### src/rtl/inst_ram_loader.sv
// Byte-stream loader for the instruction RAM. It packs received bytes little-endian
// into 32-bit words and writes them over a programmed address window while stalling the CPU.
module inst_ram_loader #(
    parameter int IWIDTH  = 12,
    parameter int TMO_CYC = 100000
) (
    input  logic              clk,
    input  logic              rst_n,
    input  logic              ld_start,
    input  logic [IWIDTH-1:0] ld_start_adr,
    input  logic [IWIDTH:0]   ld_word_cnt,
    input  logic              ld_abort,
    input  logic [7:0]        rx_data,
    input  logic              rx_valid,
    output logic [IWIDTH-1:0] ram_wadr,
    output logic [31:0]       ram_wdata,
    output logic              ram_wen,
    output logic              ld_busy,
    output logic              cpu_stall,
    output logic              ld_done,
    output logic              ld_err,
    output logic [31:0]       ld_checksum
);

    localparam int TW = $clog2(TMO_CYC + 1);

    typedef enum logic [1:0] {
        ST_IDLE = 2'd0,
        ST_LOAD = 2'd1,
        ST_DONE = 2'd2
    } state_t;

    state_t            state_r, state_nxt_s;
    logic [IWIDTH-1:0] adr_r, adr_nxt_s;
    logic [IWIDTH:0]   rem_r, rem_nxt_s;
    logic [1:0]        idx_r, idx_nxt_s;
    logic [23:0]       part_r, part_nxt_s;
    logic [TW-1:0]     tmo_r, tmo_nxt_s;
    logic [IWIDTH-1:0] wadr_r, wadr_nxt_s;
    logic [31:0]       wdata_r, wdata_nxt_s;
    logic              wen_r, wen_nxt_s;
    logic              busy_r, busy_nxt_s;
    logic              done_r, done_nxt_s;
    logic              err_r, err_nxt_s;
    logic [31:0]       sum_r, sum_nxt_s;
    logic [31:0]       word_s;

    assign word_s = {rx_data, part_r};

    // State register
    always_ff @(posedge clk or negedge rst_n) begin
        if (!rst_n) begin
            state_r <= ST_IDLE;
        end else begin
            state_r <= state_nxt_s;
        end
    end

    // Next-state and next-value logic for the datapath and all registered outputs
    always_comb begin
        state_nxt_s = state_r;
        adr_nxt_s   = adr_r;
        rem_nxt_s   = rem_r;
        idx_nxt_s   = idx_r;
        part_nxt_s  = part_r;
        tmo_nxt_s   = tmo_r;
        wadr_nxt_s  = wadr_r;
        wdata_nxt_s = wdata_r;
        wen_nxt_s   = 1'b0;
        done_nxt_s  = (state_r == ST_DONE);
        err_nxt_s   = err_r;
        sum_nxt_s   = sum_r;
        case (state_r)
            ST_IDLE: begin
                if (ld_start) begin
                    adr_nxt_s   = ld_start_adr;
                    rem_nxt_s   = ld_word_cnt;
                    idx_nxt_s   = 2'd0;
                    part_nxt_s  = 24'd0;
                    tmo_nxt_s   = '0;
                    err_nxt_s   = 1'b0;
                    sum_nxt_s   = 32'd0;
                    state_nxt_s = (ld_word_cnt == '0) ? ST_DONE : ST_LOAD;
                end else begin
                    state_nxt_s = ST_IDLE;
                end
            end
            ST_LOAD: begin
                // Abort outranks a byte arriving in the same cycle
                if (ld_abort) begin
                    idx_nxt_s   = 2'd0;
                    state_nxt_s = ST_IDLE;
                end else if (rx_valid) begin
                    tmo_nxt_s = '0;
                    if (idx_r == 2'd3) begin
                        wen_nxt_s   = 1'b1;
                        wadr_nxt_s  = adr_r;
                        wdata_nxt_s = word_s;
                        adr_nxt_s   = adr_r + {{(IWIDTH-1){1'b0}}, 1'b1};
                        rem_nxt_s   = rem_r - {{IWIDTH{1'b0}}, 1'b1};
                        sum_nxt_s   = sum_r + word_s;
                        idx_nxt_s   = 2'd0;
                        if (rem_r == {{IWIDTH{1'b0}}, 1'b1}) begin
                            state_nxt_s = ST_DONE;
                        end else begin
                            state_nxt_s = ST_LOAD;
                        end
                    end else begin
                        case (idx_r)
                            2'd0:    part_nxt_s[7:0]   = rx_data;
                            2'd1:    part_nxt_s[15:8]  = rx_data;
                            2'd2:    part_nxt_s[23:16] = rx_data;
                            default: part_nxt_s        = part_r;
                        endcase
                        idx_nxt_s = idx_r + 2'd1;
                    end
                end else if (tmo_r == TW'(TMO_CYC - 1)) begin
                    idx_nxt_s   = 2'd0;
                    err_nxt_s   = 1'b1;
                    state_nxt_s = ST_IDLE;
                end else begin
                    tmo_nxt_s = tmo_r + {{(TW-1){1'b0}}, 1'b1};
                end
            end
            ST_DONE: begin
                state_nxt_s = ST_IDLE;
            end
            default: begin
                state_nxt_s = ST_IDLE;
            end
        endcase
        busy_nxt_s = (state_nxt_s != ST_IDLE);
    end

    // Datapath and output registers
    always_ff @(posedge clk or negedge rst_n) begin
        if (!rst_n) begin
            adr_r   <= '0;
            rem_r   <= '0;
            idx_r   <= 2'd0;
            part_r  <= 24'd0;
            tmo_r   <= '0;
            wadr_r  <= '0;
            wdata_r <= 32'd0;
            wen_r   <= 1'b0;
            busy_r  <= 1'b0;
            done_r  <= 1'b0;
            err_r   <= 1'b0;
            sum_r   <= 32'd0;
        end else begin
            adr_r   <= adr_nxt_s;
            rem_r   <= rem_nxt_s;
            idx_r   <= idx_nxt_s;
            part_r  <= part_nxt_s;
            tmo_r   <= tmo_nxt_s;
            wadr_r  <= wadr_nxt_s;
            wdata_r <= wdata_nxt_s;
            wen_r   <= wen_nxt_s;
            busy_r  <= busy_nxt_s;
            done_r  <= done_nxt_s;
            err_r   <= err_nxt_s;
            sum_r   <= sum_nxt_s;
        end
    end

    assign ram_wadr    = wadr_r;
    assign ram_wdata   = wdata_r;
    assign ram_wen     = wen_r;
    assign ld_busy     = busy_r;
    assign cpu_stall   = busy_r;
    assign ld_done     = done_r;
    assign ld_err      = err_r;
    assign ld_checksum = sum_r;

endmodule

### config.mk
export PLATFORM = sky130hd
export DESIGN_NAME = inst_ram_loader
export DESIGN_NICKNAME = d
export VERILOG_FILES = /design/src/rtl/inst_ram_loader.sv
export SDC_FILE = /design/constraint.sdc
export NUM_CORES = 1
export LEC_CHECK = 0
export CAP_MARGIN = 5
export CELL_PAD_IN_SITES_DETAIL_PLACEMENT = 0
export CELL_PAD_IN_SITES_GLOBAL_PLACEMENT = 2
export CORE_MARGIN = 2
export CORE_UTILIZATION = 30
export DETAILED_ROUTE_END_ITERATION = 10
export PLACE_DENSITY = 0.83
export SLEW_MARGIN = 40
export SYNTH_ARGS = -nofsm -noshare
export SYNTH_HDL_FRONTEND = slang
export SYNTH_SLANG_ARGS = --single-unit
### constraint.sdc
create_clock -name clk -period 7.3 [get_ports clk]
set_input_delay 0.73 -clock clk [delete_from_list [all_inputs] [get_ports clk]]
set_output_delay 0.73 -clock clk [all_outputs]
set_load 0.005 [all_outputs]
==> results.md <==
* Status: finished, final reports clean
* Clk slew on worst S/H paths at 0.06 ns
* Drt total wl at 23,500 um
* Worst skew pair latency at 0.43 ns
* CTS root buffer: clkbuf_16
* Hold WS at 0.302 ns
* Reg-to-reg critical path startpoint: part_r[0]$_DFFE_PN0P_
* Post-Synth XOR/XNOR Area at 0.0331
* Slew Limit Headroom at 0.453
* Critical path, cell by cell: ha_1, inv_1, fa_1, nor2b_1, o31a_1, o31a_1, nor3_1, o31a_1, o31ai_1, mux2i_1, nand2_1
* Worst stage delay on the critical path at 0.38 ns
* # setup viols final at 0
* Max Cap Violations at 0
* Synth warnings at 0
* Yosys cell types at 63
* Routed vias/inst at 5.07
* Dpl hpwl at 16,700 um
* H-tree Lvls at 4
* Post-Synth Adder-Cell Area at 0.0618
* Post-route ant nets at 0
* Post-Route Skew at 0.0131 ns
* CP Data Required Time at 7.61 ns
* TritonCTS clock tree: yes
* Flops & latches, synth at 150
* Global placer's final weighted congestion at 0.814
* Drt wl/cell at 16.9 um
* Synth Instances at 936
* Total Power at 0.00260 W
* Clock Sink Count at 150
* Clk buf depth at 2
* DIE HEIGHT at 169 um
* Number of flops mapped to enable cells by yosys at 0
* Compound-Gate Fraction of Synth Area at 0.164
* Main synth FF type: dfrtp_1
* DRT Pass-1 Iters at 5
* Post-synthesis mux area share at 0.0353
* Syn avg cell area at 8.78 um2
* Nets at 1,116
* Synth Area in Simple Gates at 0.219
* CTS buffer count at 17
* HP Class: primary input to asynchronous set/reset pin
* Power per cell area at 251 nW/um2
* Syn_nets at 1,014
* Slew Limit Fails at 0
* Worst EP arrival at 3.29 ns
* Initial antenna violation count at 2
* Via count at 7,049
* Max rail drop VDD at 0.116 mV
* Largest family of logic cells by synthesized area: simple AND/OR/NAND/NOR gates
* Gr usage total at 0.167
* Cells on worst reg2reg path at 11
* Initial DRC Count at 429
* Lkg Pwr at 4.67 nW
* Max Fclk at 335 MHz
* Critical-path maximum fanout at 4
* CTS-repair resized insts at 0
* Final worst path period share at 0.409
* CP startpoint kind: register
* Slowest stage cell, crit path: dfrtp_1
* Reg2Reg Setup Slack at 4.31 ns
* IO Pins at 119
* Vias in the first global route at 6,836
* Cell Area, Synth at 8210 um2
* Register area share after synthesis at 0.457
* Reg2reg end: ld_checksum[28]$_DFFE_PN0P_
* Starting Density at 0.305
* Worst Setup Path Type: register to register
* First-pass GRT wire length at 37,800 um
* Row count at 60
* Drt drc at 0
* Total congestion overflow at 0
* Post-route setup TNS at 0 ns
* Final Hold Fails at 0
* CP Capture Type: register
* Core Area at 27,000 um2
* Worst-Margin Slew at 0.820 ns
* Chip width at 169 um
* Unrepaired setup endpoints after global routing: false
* Pin count of the biggest net entering global routing at 95
* Fin crit period at 2.99 ns
* Hold_buf cts at 0
* Filler cell count at 2,725
* Area delta synth->final at 26.3%
* Top cell by count, worst path: o31a_1
* Post-synth ARST share at 1.00
* Setup repair bufs after CTS at 0
* PortBufs at 118
* DIE AREA at 28,700 um2
* Share of layout cells above drive strength 1 at 0.0715
==> layout make-up <==
cell class                      count  area [um2]  area share
Multi-Input combinational cell    725        4250       0.410
Tap cell                          341         427      0.0411
Clock inverter                      8         148      0.0142
Sequential cell                   150        3750       0.362
Inverter                           18        67.6     0.00651
Antenna cell                        1        2.50    0.000241
Clock buffer                       22         474      0.0457
Timing Repair Buffer              126        1250       0.121
==> worst max path at each step <==
| stage | end | from | cells after the start | slack [ns] |
|---|---|---|---|---|
| global route | ld_checksum[28]$_DFFE_PN0P_ | ld_checksum[0]$_DFFE_PN0P_ | 11 | 4.12 |
| finish | ld_checksum[28]$_DFFE_PN0P_ | part_r[0]$_DFFE_PN0P_ | 11 | 4.31 |
| global placement | ld_checksum[31]$_DFFE_PN0P_ | rx_data[3] | 9 | 3.96 |
| CTS | ld_checksum[28]$_DFFE_PN0P_ | part_r[0]$_DFFE_PN0P_ | 11 | 4.27 |
| floorplan | ld_checksum[31]$_DFFE_PN0P_ | rx_data[3] | 8 | 4.57 |
| detailed placement | ld_checksum[31]$_DFFE_PN0P_ | rx_data[3] | 9 | 3.94 |
==> Yosys cell counts (all sizes together) (9+ instances only) <==
library cell,number,area share
nand3,28,0.017
o21ai,71,0.043
ha,39,0.059
mux2,24,0.033
clkbuf,39,0.018
xor2,20,0.021
dfrtp,150,0.46
nor3,20,0.012
nand2,212,0.097
a21oi,67,0.041
a21o,12,0.011
nor4,9,0.0069
nor2,78,0.036
xnor2,11,0.012
and2,10,0.0076
and3,9,0.0069
inv,18,0.0082
==> per-layer routing <==
metal	vias to the layer above	global-route usage	routed length, um
met5	-	0	13
met4	2	0.0398	179
met3	11	0.0399	1080
met2	134	0.266	10900
met1	3416	0.230	11300
li1	3486	-	-
==> worst max-delay path: cells and delay by family (launching register included) <==
family,cells,cell delay [ns]
AOI/OAI and AO/OA,4,1.18
adders and majority gates,2,0.58
buffers and inverters,1,0.06
DFF,1,0.38
muxes,1,0.23
and+or+nand+nor,3,0.43
==> sequential cells by signal (all words and copies together), names as in the netlist <==
signal and cells:
ld_checksum 32, ram_wdata 32, part_r 24, tmo_r 17, rem_r 13, adr_r 12
ram_wadr 12, idx_r 2, state_r 2, cpu_stall 1, ld_done 1, ld_err 1
ram_wen 1
==> cells in the final DEF, fill, tap and decap left out, drive strengths merged, types with 4 or more instances in the layout <==
cell,n
a21o,12
nor3b,4
a22oi,5
a211oi,6
nor2b,8
clkdlybuf4s50,117
a21oi,67
nand4,8
nor3,20
nor2,78
nor4,9
ha,39
mux2,24
bufinv,4
nand2,212
buf,9
inv,18
o21a,5
dfrtp,150
nand2b,7
o211ai,5
clkbuf,22
and2,10
xor2,20
a31oi,7
xnor2,11
o22ai,8
clkinv,4
o31ai,6
and3,9
o21ai,71
nand3,28
==> per-stage QoR <==
step | setup slack [ns] | instance area, um2 | utilization | std cells
finish | 4.31 | 10400 | 0.385 | 1391
CTS | 4.27 | 10400 | 0.384 | 1390
floorplan | 4.57 | 8210 | - | 936
global route | 4.12 | 10400 | 0.385 | 1390
detailed placement | 3.94 | 9740 | 0.361 | 1360
global placement | 3.96 | 9730 | 0.361 | 1360
==> power breakdown <==
part	internal (W)	leakage, nW	switching [W]	total [W]
combinational	0.000240	2.36	0.000316	0.000556
sequential	0.000956	2.00	0.000136	0.00109
clock	0.000596	0.306	0.000354	0.000951
total	0.00179	4.67	0.000806	0.00260
==> cell families after synthesis <==
| logic type | count (synthesis) |
|---|---|
| multiplexers | 26 |
| XOR/XNOR | 31 |
| AO/OA/AOI/OAI | 220 |
| flip-flops | 150 |
| adder cells (fa/ha/maj) | 40 |
| buffers and inverters | 61 |
| AND/OR/NAND/NOR | 408 |
No activity file was read; power rests on OpenSTA's default activity.
